===== src/rtl/sr_latch_sync.sv =====
// Clocked set/reset flag with complementary outputs, selectable S=R=1
// policy, invalid-request status and change pulse.
module sr_latch_sync #(
  parameter logic RESET_Q        = 1'b0,
  parameter int   INVALID_POLICY = 2,
  parameter bit   STICKY_INVALID = 1'b0
) (
  input  logic clk,
  input  logic Clear,
  input  logic Enable,
  input  logic S,
  input  logic R,
  output logic Q,
  output logic Qbar,
  output logic invalid_seen,
  output logic changed
);

  localparam logic [1:0] POL = INVALID_POLICY[1:0];

  logic q_r;
  logic q_nx;
  logic inv_nx;
  logic inv_r;
  logic chg_r;

  always_comb begin
    q_nx   = q_r;
    inv_nx = 1'b0;
    if (Enable) begin
      unique case ({S, R})
        2'b10:   q_nx = 1'b1;
        2'b01:   q_nx = 1'b0;
        2'b11: begin
          inv_nx = 1'b1;
          unique case (POL)
            2'd0:    q_nx = 1'b1;
            2'd1:    q_nx = 1'b0;
            2'd3:    q_nx = ~q_r;
            default: q_nx = q_r;
          endcase
        end
        default: q_nx = q_r;
      endcase
    end
  end

  always_ff @(posedge clk or negedge Clear) begin
    if (!Clear) begin
      q_r   <= RESET_Q;
      inv_r <= 1'b0;
      chg_r <= 1'b0;
    end else begin
      q_r   <= q_nx;
      chg_r <= q_nx ^ q_r;
      inv_r <= STICKY_INVALID ? (inv_r | inv_nx) : inv_nx;
    end
  end

  // Qbar comes from the same flop, so Q and Qbar can never agree
  assign Q            = q_r;
  assign Qbar         = ~q_r;
  assign invalid_seen = inv_r;
  assign changed      = chg_r;

endmodule


===== config.mk =====
export PLATFORM = sky130hd
export DESIGN_NAME = sr_latch_sync
export DESIGN_NICKNAME = d
export VERILOG_FILES = /design/src/rtl/sr_latch_sync.sv
export SDC_FILE = /design/constraint.sdc
export NUM_CORES = 1
export LEC_CHECK = 0
export BUFFER_PORTS_ARGS = -buffer_cell sky130_fd_sc_hd__buf_2
export CORE_AREA = 10 10 47 49
export CTS_BUF_LIST = sky130_fd_sc_hd__clkbuf_16
export DETAILED_ROUTE_END_ITERATION = 10
export DIE_AREA = 0 0 57 59
export SLEW_MARGIN = 20
export SYNTH_ARGS = -nofsm -noshare
export SYNTH_HDL_FRONTEND = slang
export SYNTH_SLANG_ARGS = --single-unit

===== constraint.sdc =====
create_clock -name clk -period 0.85 [get_ports clk]
set_clock_uncertainty 0.05 [all_clocks]
set_input_delay 0.1275 -clock clk [delete_from_list [all_inputs] [get_ports clk]]
set_output_delay 0.1275 -clock clk [all_outputs]
set_load 0.01 [all_outputs]

# Word-level counts from Yosys, hierarchy flattened
# Index checks and enable logic that the tools add are counted.
[classes]
bitwise = 2
n_mux = 4
n_eq_ne = 3
[ops]
columns = ["operator", "count"]
rows = [
  ["$eq A2 B2 Y1 const B", 2],
  ["$mux W1", 3],
  ["$eq A2 B1 Y1 const B", 1],
  ["$pmux W1 S2", 1],
  ["$not A1 Y1", 1],
  ["$xor A1 B1 Y1", 1],
]
[word_totals]
regBits = 3
word_cells = 12

# Longest topological paths before layout
# Gate-level depths: netlist (run 1).
[depth]
depth_word = 4
depth_mapped = 4
mapped_depth_nobuf = 4

# Worst setup path before layout (run 1)
# No wires, ideal clock.
[synth_path]
path_type = "input -> register"
startpoint = "input R"
endpoint = "register q_r, in the netlist Q"
setup_slack_ns = -0.164
cell_stages = 4
arrival_ns = 0.839
cell_sequence = "inv_1 -> ha_1 -> nand2b_4 -> mux2_4"
[synth_via]
elab_chain_cells = 3
word_cells_on_any_way = 4
[synth_rtl]
columns = ["item", "line", "rtl"]
rows = [
  ["from (decl)", "12", "input logic R,"],
  ["$eq A2 B1 Y1 / $eq A2 B2 Y1 (equally long branches)", "31", "unique case ({S, R})"],
  ["$pmux W1 S2 (*)", "31", ""],
  ["$mux W1 (*)", "30", "if (Enable) begin"],
  ["named net q_nx", "22", "logic q_nx;"],
  ["to (signal assigned)", "54", "q_r <= q_nx;"],
  ["to (decl)", "21", "logic q_r;"],
]
# Mark *: on every way through the listed nets, which the timed path passes. The rest lies on a longest branch.

# Worst setup path after layout (run 1)
[layout_path]
startpoint = "register q_r, in the netlist Q"
endpoint = "register q_r, in the netlist Q"
[layout_via]
elab_chain_cells = 2
[layout_rtl]
columns = ["item", "line"]
rows = [
  ["$pmux W1 S2", "31"],
  ["$mux W1 (*)", "30"],
  ["named net q_nx", "22"],
]
# Marked as above.

==> flow_metrics.py, run 1 <==
metrics = {
    "worst_setup_path": {
        "cp_top_family": "flip-flops",
        "crit_type": "flip-flop to flip-flop",
        "r2r_end": "Q$_DFF_PN0_",
        "worstSetupStartpointType": "flip-flop",
        "slowest_delay_ns": 0.38,
        "end_kind": "flip-flop",
        "r2r-start": "Q$_DFF_PN0_",
        "worst-path-buf-inv": 1,
        "cp_data_required_time_ns": 0.90,
        "rr_worst_depth": 2,
        "cp.arrival_ns": 1.00,
        "reg2reg_slack_ns": -0.1,
        "cp_cell_sequence": "buf_4 -> mux2_4",
        "cp_slowest_cell": "dfrtp_1",
        "cp_max_fo": 3,
    },
    "timing": {
        "max_freq_ghz": 1.054,
        "drv_slew": 0,
        "setup_violations": 6,
        "fin_crit_ns": 0.9486,
        "rsz0062_at_grt": "yes",
        "tightestPinTransition_ns": 0.1240,
        "timing.final.ws_setup_ns": -0.09857,
        "setup_tns_ns": -0.3387,
        "timing.slew.headroom": 0.9169,
        "fin_crit_sh": 1.116,
        "hold_viol": 0,
    },
    "pwr": {
        "combPwrFrac": 0.132,
        "p_sw_frac": 0.1841,
        "p_switching_w": 0.0001897,
        "p_int_w": 0.0008408,
        "ir_worst_vdd_uv": 504.3,
        "seqPwrFrac": 0.158,
        "p_per_area_mw_per_mm2": 2963,
        "p_leak_nw": 0.1823,
        "power_frac_clock": 0.709,
    },
    "placement": {
        "port_buffers": 8,
        "dpl_cell_area_um2": 244.0,
        "gp_congestion": 0.6179,
    },
    "status": {
        "status": "finished with violations",
        "violations": "setup timing",
    },
    "global_route": {
        "grt_max_degree": 4,
        "grt_pass1_wl_um": 765,
        "grt_usage": 0.03378,
        "grt_remaining_overflow": 0,
        "grt_pass1_vias": 157,
        "antenna_found_initial": 0,
    },
    "clock_network": {
        "cts_sinks": 3,
        "cts.htree.levels": 1,
        "tritoncts": "yes",
        "cts.reportedPaths.clkPinSlew_ns": 0.03,
        "clkLatencyLatePin_ns": 0.22,
        "cts_made_buffers": 3,
        "cts.root.buffer_cell": "clkbuf_16",
        "clock_path_buffers": 2,
    },
    "final_layout": {
        "syn2layout_area_growth_pct": 122.4,
        "fin_util": 0.2482,
        "nets": 35,
        "layout_commonest_cell": "buf_2",
        "antenna_cells": 0,
        "final_cell_mix": "buf_2, dfrtp_1, clkbuf_16",
        "drive_gt1_frac": 0.7037,
        "fin_area_um2": 347.8,
    },
    "synthesis": {
        "synth-seq-cells": 3,
        "syn_avg_cell_area_um2": 13.03,
        "synth_cells": 12,
        "synth_cell_type_count": 8,
        "synth_fp_nets": 19,
        "syn-cell-area_um2": 156.4,
        "yosysWarnings": 0,
        "ys_seq_area_frac": 0.4800,
    },
    "detailed_routing": {
        "vias_per_cell": 3.093,
        "wl_per_cell_um": 10.58,
        "dr.pass1.iters": 1,
        "drt_iter0_drc": 0,
        "vias": 133,
        "drc_errors": 0,
        "detail-route-antenna-nets": 0,
        "finalWirelength_um": 455,
    },
    "worst_hold_path": {
        "holdPathEnd": "changed$_DFF_PN0_",
        "hold_start": "Enable",
        "min_path_cells": 3,
        "hp-class": "input pin to flip-flop",
    },
    "job": {
        "max_cap_viol_count": 0,
    },
    "floorplanning": {
        "die_x_um": 57,
        "start_util": 0.1116,
        "dieArea_mm2": 0.003363,
        "fp.coreArea_mm2": 0.001401,
        "pin_count": 9,
        "std_cell_rows": 14,
        "die_y_um": 59,
    },
}
cell usage after synthesis:
library cell	instances	share of area
mux2_4	1	0.096
ha_1	2	0.16
and2_2	1	0.048
inv_1	2	0.048
xnor2_1	1	0.056
nand2b_4	1	0.088
dfrtp_1	3	0.48
nor2_1	1	0.024
per-stage QoR:
step	hold slack [ns]	std cells	worst slack [ns]	power, W
after floorplan	-0.2181	12	-0.09369	0.0002254
after global placement	-0.1262	37	-0.2721	0.0002722
after detailed placement	-0.1211	37	-0.2840	0.0002751
after CTS	0.1199	43	-0.1059	0.001043
after global routing	0.1294	43	-0.1469	0.001074
final	0.1225	43	-0.09857	0.001031
power by group through the flow:
stage | combinational [W] | sequential [W] | clock [W]
floorplan | 0.0000505 | 0.000175 | 0
global placement | 0.000104 | 0.000168 | 0
detailed placement | 0.000106 | 0.000169 | 0
CTS | 0.000136 | 0.000164 | 0.000743
global route | 0.000150 | 0.000167 | 0.000756
finish | 0.000136 | 0.000163 | 0.000731
flip-flops by register name (all words and copies together) (netlist names):
signal	count
Q	1
invalid_seen	1
changed	1
worst max path at each step:
stage               slack (ns)           to  cells after the start   startpoint
detailed placement       -0.28  Q$_DFF_PN0_                      5            R
global placement         -0.27  Q$_DFF_PN0_                      5            R
floorplan                -0.09  Q$_DFF_PN0_                      4            R
finish                    -0.1  Q$_DFF_PN0_                      2  Q$_DFF_PN0_
global route             -0.15         Qbar                      2  Q$_DFF_PN0_
CTS                      -0.11         Qbar                      2  Q$_DFF_PN0_
layer usage:
metal | up-vias | wire length, um | track usage
met3 | 0 | 98 | 0.04506
met5 | - | 0 | 0
met1 | 58 | 176 | 0.03106
met4 | 0 | 0 | 0.02013
li1 | 66 | - | -
met2 | 9 | 179 | 0.03876
kinds of logic (layout without fill, tap and decap cells):
group / after synthesis / in the layout / share of synthesized area
xor+xnor: 1 / 1 / 0.05601
buf+inv: 2 / 17 / 0.04802
mux: 1 / 1 / 0.09597
simple gates: 3 / 3 / 0.1600
flops: 3 / 3 / 0.4800
fa+ha+maj: 2 / 2 / 0.1600
worst reg2reg max path, delay by kind of cell, from the launching register on:
kind / cells / cell delay, ns
buffers and inverters: 1 / 0.15
DFF: 1 / 0.38
muxes: 1 / 0.25
timing repair:
| item | in CTS | in global routing |
|---|---|---|
| buffers inserted | 1 | 0 |
| endpoints found under the setup margin | 5 | 6 |
| gates resized for setup | 1 | 0 |
| hold endpoints to repair | 3 | 0 |
| hold buffers | 1 | 0 |
area by class of cell:
cell class,instances,area [um^2]
inverter,2,15.01
multi-input combinational,7,93.84
tap,16,20.02
clock inverter,1,3.754
fill,157,1054
timing repair buffer,11,65.06
sequential,3,75.07
clock buffer,3,75.07
(Power assumes the default switching activity.)
==> run 2, diff against run 1 <==
--- a/config.mk
+++ b/config.mk
@@ -10,7 +10,6 @@
 export CTS_BUF_LIST = sky130_fd_sc_hd__clkbuf_16
 export DETAILED_ROUTE_END_ITERATION = 10
 export DIE_AREA = 0 0 57 59
-export SLEW_MARGIN = 20
 export SYNTH_ARGS = -nofsm -noshare
 export SYNTH_HDL_FRONTEND = slang
 export SYNTH_SLANG_ARGS = --single-unit
==> constraint.sdc (replaced) <==
create_clock -name clk -period 0.95 [get_ports clk]
set_clock_uncertainty 0.05 [all_clocks]
set_input_delay 0.1425 -clock clk [delete_from_list [all_inputs] [get_ports clk]]
set_output_delay 0.1425 -clock clk [all_outputs]
set_load 0.01 [all_outputs]
==> run 2 against run 1 <==
  * The run still ends with setup timing left
  * Sequential power down 10%
  * Die area unchanged
  * Via count up 1.5%
  * Clock power down 10%
  * Cell area down 2.2%
  * Critical path depth unchanged
  * Critical endpoint is now Qbar
==> flow_metrics.py, run 2 (synthesis gave the netlist of run 1 again) <==
metrics = {
    "final_layout": {
        "syn2layout_area_growth_pct": 117.6,
        "multi_input_area_um2": 86.33,
        "drive_gt1_frac": 0.6667,
        "layout_commonest_cell": "buf_2",
        "n_fill_cell": 148,
        "nets": 35,
        "regArea_um2": 75.07,
        "fin_cells": 43,
        "antenna_cells": 0,
        "final_cell_mix": "buf_2, dfrtp_1, clkbuf_16",
    },
    "placement": {
        "port_buffers": 8,
        "gp_congestion": 0.6370,
        "dp.cells": 37,
    },
    "timing": {
        "timing.final.ws_setup_ns": -0.01503,
        "max_freq_ghz": 1.036,
        "timing.slew.headroom": 0.9156,
        "fin_crit_sh": 1.016,
        "tightestPinTransition_ns": 0.1257,
        "setup_tns_ns": -0.01503,
        "drv_slew": 0,
        "setup_violations": 1,
        "rsz0062_at_grt": "yes",
        "hold_viol": 0,
        "fin_crit_ns": 0.9650,
    },
    "detailed_routing": {
        "drt_iter0_drc": 0,
        "dr.pass1.iters": 1,
        "vias_per_cell": 3.140,
        "wl_per_cell_um": 9.605,
        "drc_errors": 0,
        "finalWirelength_um": 413,
        "detail-route-antenna-nets": 0,
        "vias": 135,
    },
    "worst_setup_path": {
        "cp_data_required_time_ns": 0.76,
        "cp_slowest_cell": "dfrtp_1",
        "slowest_delay_ns": 0.37,
        "crit_type": "flip-flop to output pin",
        "worstSetupStartpointType": "flip-flop",
        "cp_cell_sequence": "inv_1 -> buf_2",
        "cp_top_family": "flip-flops",
        "worst-path-buf-inv": 2,
        "cp_max_fo": 3,
        "end_kind": "output pin",
        "cp.arrival_ns": 0.77,
    },
    "floorplanning": {
        "die_y_um": 59,
        "pin_count": 9,
        "die_x_um": 57,
        "std_cell_rows": 14,
        "start_util": 0.1116,
        "fp.coreArea_mm2": 0.001401,
        "dieArea_mm2": 0.003363,
    },
    "clock_network": {
        "cts.root.buffer_cell": "clkbuf_16",
        "clkLatencyLatePin_ns": 0.22,
        "clock_path_buffers": 2,
        "cts.htree.levels": 1,
        "cts.reportedPaths.clkPinSlew_ns": 0.03,
        "tritoncts": "yes",
        "cts_sinks": 3,
        "cts_made_buffers": 3,
    },
    "global_route": {
        "grt_remaining_overflow": 0,
        "antenna_found_initial": 0,
        "grt_max_degree": 4,
        "grt_usage": 0.02945,
        "grt_pass1_vias": 152,
        "grt_pass1_wl_um": 655,
    },
    "status": {
        "status": "finished with violations",
        "violations": "setup timing",
    },
    "pwr": {
        "p_per_area_mw_per_mm2": 2678,
        "ir_worst_vdd_uv": 445.9,
        "p_leak_nw": 0.1784,
        "power.total_w": 0.0009114,
    },
    "job": {
        "max_cap_viol_count": 0,
    },
    "worst_hold_path": {
        "hp-class": "input pin to flip-flop",
    },
}
-- run 2: metal layers --
metal  vias up  global-route usage  wire length, um
met1        59             0.02867              184
met2        11             0.02791              133
met4         0             0.02013                0
met3         0             0.04292               95
li1         65                   -                -
met5         -                   0                0
-- run 2: cell type report --
type,instances,area share
Multi-Input combinational cell,7,0.2537
Sequential cell,3,0.2206
Clock buffer,3,0.2206
Timing Repair Buffer,11,0.1912
Tap cell,16,0.05882
Inverter,2,0.04412
Clock inverter,1,0.01103
-- run 2: final timing paths --
kind / startpoint / end / slack (ns) / cells after the start
hold reg to reg: Q$_DFF_PN0_ / Q$_DFF_PN0_ / 0.57 / 2
max in group asynchronous: Clear / changed$_DFF_PN0_ / 0.54 / 2
hold / removal: Enable / changed$_DFF_PN0_ / 0.14 / 3
setup reg to reg: Q$_DFF_PN0_ / Q$_DFF_PN0_ / 0.02 / 2
min in group asynchronous: Clear / invalid_seen$_DFF_PN0_ / 0.20 / 2
setup / recovery: Q$_DFF_PN0_ / Qbar / -0.02 / 2
-- run 2: stage by stage --
step / worst slack [ns] / util / hold slack, ns / instance area [um^2]
after floorplan: -0.008686 / - / -0.2031 / 176.4
after global placement: -0.1876 / 0.1741 / -0.1113 / 244.0
after detailed placement: -0.1960 / 0.1741 / -0.1053 / 244.0
after CTS: -0.01984 / 0.2429 / 0.1426 / 340.3
after global routing: -0.04753 / 0.2429 / 0.1501 / 340.3
final: -0.01503 / 0.2429 / 0.1413 / 340.3
-- run 2: worst reg2reg max path: stages (launching register included) --
cell and delay, ns:
dfrtp_1 0.37, buf_4 0.14, mux2_4 0.24
-- run 2: what timing repair did --
action / in CTS / in global routing
resized for setup: 0 / 0
cloned: 0 / 0
endpoints found under the hold margin: 3 / 0
endpoints found under the setup margin: 2 / 3
pin swaps: 0 / 0
hold buffers: 1 / 0
buffers inserted: 1 / 0
-- run 2: power by group --
part	switching, W	total [W]	internal, W
Combinational	0.0000475	0.000110	0.0000626
Clock	0.000113	0.000655	0.000543
Sequential	0.00000548	0.000146	0.000141
==> run 3, diff against run 2 <==
--- a/config.mk
+++ b/config.mk
@@ -6,10 +6,10 @@
 export NUM_CORES = 1
 export LEC_CHECK = 0
 export BUFFER_PORTS_ARGS = -buffer_cell sky130_fd_sc_hd__buf_2
-export CORE_AREA = 10 10 47 49
+export CORE_AREA = 2 2 39 41
 export CTS_BUF_LIST = sky130_fd_sc_hd__clkbuf_16
 export DETAILED_ROUTE_END_ITERATION = 10
-export DIE_AREA = 0 0 57 59
+export DIE_AREA = 0 0 41 43
 export SYNTH_ARGS = -nofsm -noshare
 export SYNTH_HDL_FRONTEND = slang
 export SYNTH_SLANG_ARGS = --single-unit
==> constraint.sdc (replaced) <==
create_clock -name clk -period 1.2 [get_ports clk]
set_clock_uncertainty 0.05 [all_clocks]
set_input_delay 0.18 -clock clk [delete_from_list [all_inputs] [get_ports clk]]
set_output_delay 0.18 -clock clk [all_outputs]
set_load 0.01 [all_outputs]
==> run 3 against run 2 <==
  * Sequential share of layout area increased by 2.5 points
  * Combinational power decreased by 40%
  * Die area decreased by 48%
  * Utilization decreased by 2.2 points
  * Final cell count decreased by 4.7%
  * The flow now finishes without violations
  * Non-clock buffer count decreased by 2
  * Largest power group unchanged
  * Critical path type unchanged
  * Highest routed layer is now met4
  * Sequential power decreased by 18%
==> flow_metrics.py, run 3 (synthesis gave the netlist of run 1 again) <==
metrics = {
    "worst_setup_path": {
        "cp_max_fo": 4,
        "cp.arrival_ns": 0.81,
        "worstSetupStartpointType": "flip-flop",
        "end_kind": "output pin",
        "reg2reg_slack_ns": 0.36,
        "rr_worst_depth": 1,
        "r2r-start": "Q$_DFF_PN0_",
        "cp_data_required_time_ns": 0.97,
        "r2r_end": "Q$_DFF_PN0_",
        "crit_type": "flip-flop to output pin",
    },
    "detailed_routing": {
        "drt_iter0_drc": 1,
        "wl_per_cell_um": 7.878,
        "vias_per_cell": 3.000,
        "detail-route-antenna-nets": 0,
        "dr.pass1.iters": 2,
        "drc_errors": 0,
        "finalWirelength_um": 323,
        "vias": 123,
    },
    "global_route": {
        "grt_remaining_overflow": 0,
        "grt_max_degree": 5,
        "antenna_found_initial": 0,
        "grt_usage": 0.05517,
        "grt_pass1_wl_um": 496,
        "grt_pass1_vias": 132,
    },
    "timing": {
        "fin_crit_ns": 1.035,
        "setup_tns_ns": 0,
        "rsz0062_at_grt": "no",
        "holdWs_ns": 0.1771,
        "drv_slew": 0,
        "fin_crit_sh": 0.8629,
        "tightestPinTransition_ns": 0.1438,
        "max_freq_ghz": 0.9658,
        "hold_viol": 0,
        "timing.slew.headroom": 0.9041,
        "setup_violations": 0,
    },
    "floorplanning": {
        "start_util": 0.1130,
        "pin_count": 9,
        "die_y_um": 43,
        "dieArea_mm2": 0.001763,
        "std_cell_rows": 14,
        "die_x_um": 41,
        "fp.coreArea_mm2": 0.001384,
    },
    "job": {
        "max_cap_viol_count": 0,
    },
    "pwr": {
        "ir_worst_vdd_uv": 421.6,
        "power.total_w": 0.0007040,
        "p_per_area_mw_per_mm2": 2306,
        "p_leak_nw": 0.1677,
    },
    "clock_network": {
        "cts_made_buffers": 3,
        "ctsHoldBuffers": 1,
        "cts_resized": 0,
        "cts_sinks": 3,
        "cts.htree.levels": 1,
        "clock_path_buffers": 2,
        "tritoncts": "yes",
        "cts.root.buffer_cell": "clkbuf_16",
        "cts.reportedPaths.clkPinSlew_ns": 0.03,
        "clkLatencyLatePin_ns": 0.22,
        "postCtsSetupBuffers": 0,
    },
    "placement": {
        "dpl_cell_area_um2": 216.5,
        "dp_hpwl_um": 229.3,
        "dp.cells": 36,
        "gp_congestion": 0.4897,
        "port_buffers": 8,
    },
    "worst_hold_path": {
        "min_path_cells": 3,
        "hp-class": "input pin to flip-flop",
        "hold_start": "Enable",
        "holdPathEnd": "changed$_DFF_PN0_",
    },
    "final_layout": {
        "n_fill_cell": 146,
        "antenna_cells": 0,
        "fin_cells": 41,
        "layout_commonest_cell": "buf_2",
        "drive_gt1_frac": 0.5600,
        "final_cell_mix": "buf_2, dfrtp_1, inv_1, clkbuf_16, ha_1",
        "syn2layout_area_growth_pct": 95.20,
        "nets": 33,
        "fin_area_um2": 305.3,
    },
    "status": {
        "status": "complete, no violations",
    },
}
[run 3: changes by cell type in the layout (fill, tap and decap cells not counted)]
cell	delta
inv_1	+1
ha_1	+1
buf_4	-2
ha_4	-1
inv_8	-1
[run 3: per-stage QoR]
stage	util	setup WS (ns)
final	0.2206	0.1646
after global placement	0.1564	0.01581
after global routing	0.2206	0.1355
after floorplan	-	0.1333
after CTS	0.2206	0.1515
after detailed placement	0.1564	0.008265
[run 3: worst max-delay path by stage]
stage	start	end	slack, ns	depth (start not counted)
final	Q$_DFF_PN0_	Qbar	0.16	2
after global routing	Q$_DFF_PN0_	Qbar	0.14	2
after CTS	Q$_DFF_PN0_	Qbar	0.15	2
after detailed placement	R	Q$_DFF_PN0_	0.008	5
after global placement	R	Q$_DFF_PN0_	0.02	5
after floorplan	R	Q$_DFF_PN0_	0.13	4
[run 3: final cells by class]
cell class                 instances  area [um^2]  share of cell area
tap                               16        20.02             0.06557
clock inverter                     1        3.754             0.01230
clock buffer                       3        75.07              0.2459
sequential                         3        75.07              0.2459
inverter                           2        7.507             0.02459
multi-input combinational          7        73.82              0.2418
timing repair buffer               9        50.05              0.1639
[run 3: worst max-delay path, cell delays in order, from the launching register on]
cell and delay, ns:
dfrtp_1 0.40, inv_1 0.06, buf_2 0.12
[run 3: routing by layer]
| metal | vias up | GRT usage | routed length [um] | share of wire |
|---|---|---|---|---|
| met3 | 2 | 0.08377 | 83 | 0.26 |
| li1 | 61 | - | - | - |
| met1 | 49 | 0.04167 | 116 | 0.36 |
| met4 | 0 | 0.06000 | 9 | 0.028 |
| met2 | 11 | 0.05313 | 113 | 0.35 |
| met5 | - | 0 | 0 | 0 |
[run 3: power breakdown]
part | total [W] | internal (W) | switching [W]
registers | 0.000119 | 0.000111 | 0.00000737
logic | 0.0000656 | 0.0000380 | 0.0000276
clock network | 0.000520 | 0.000430 | 0.0000902
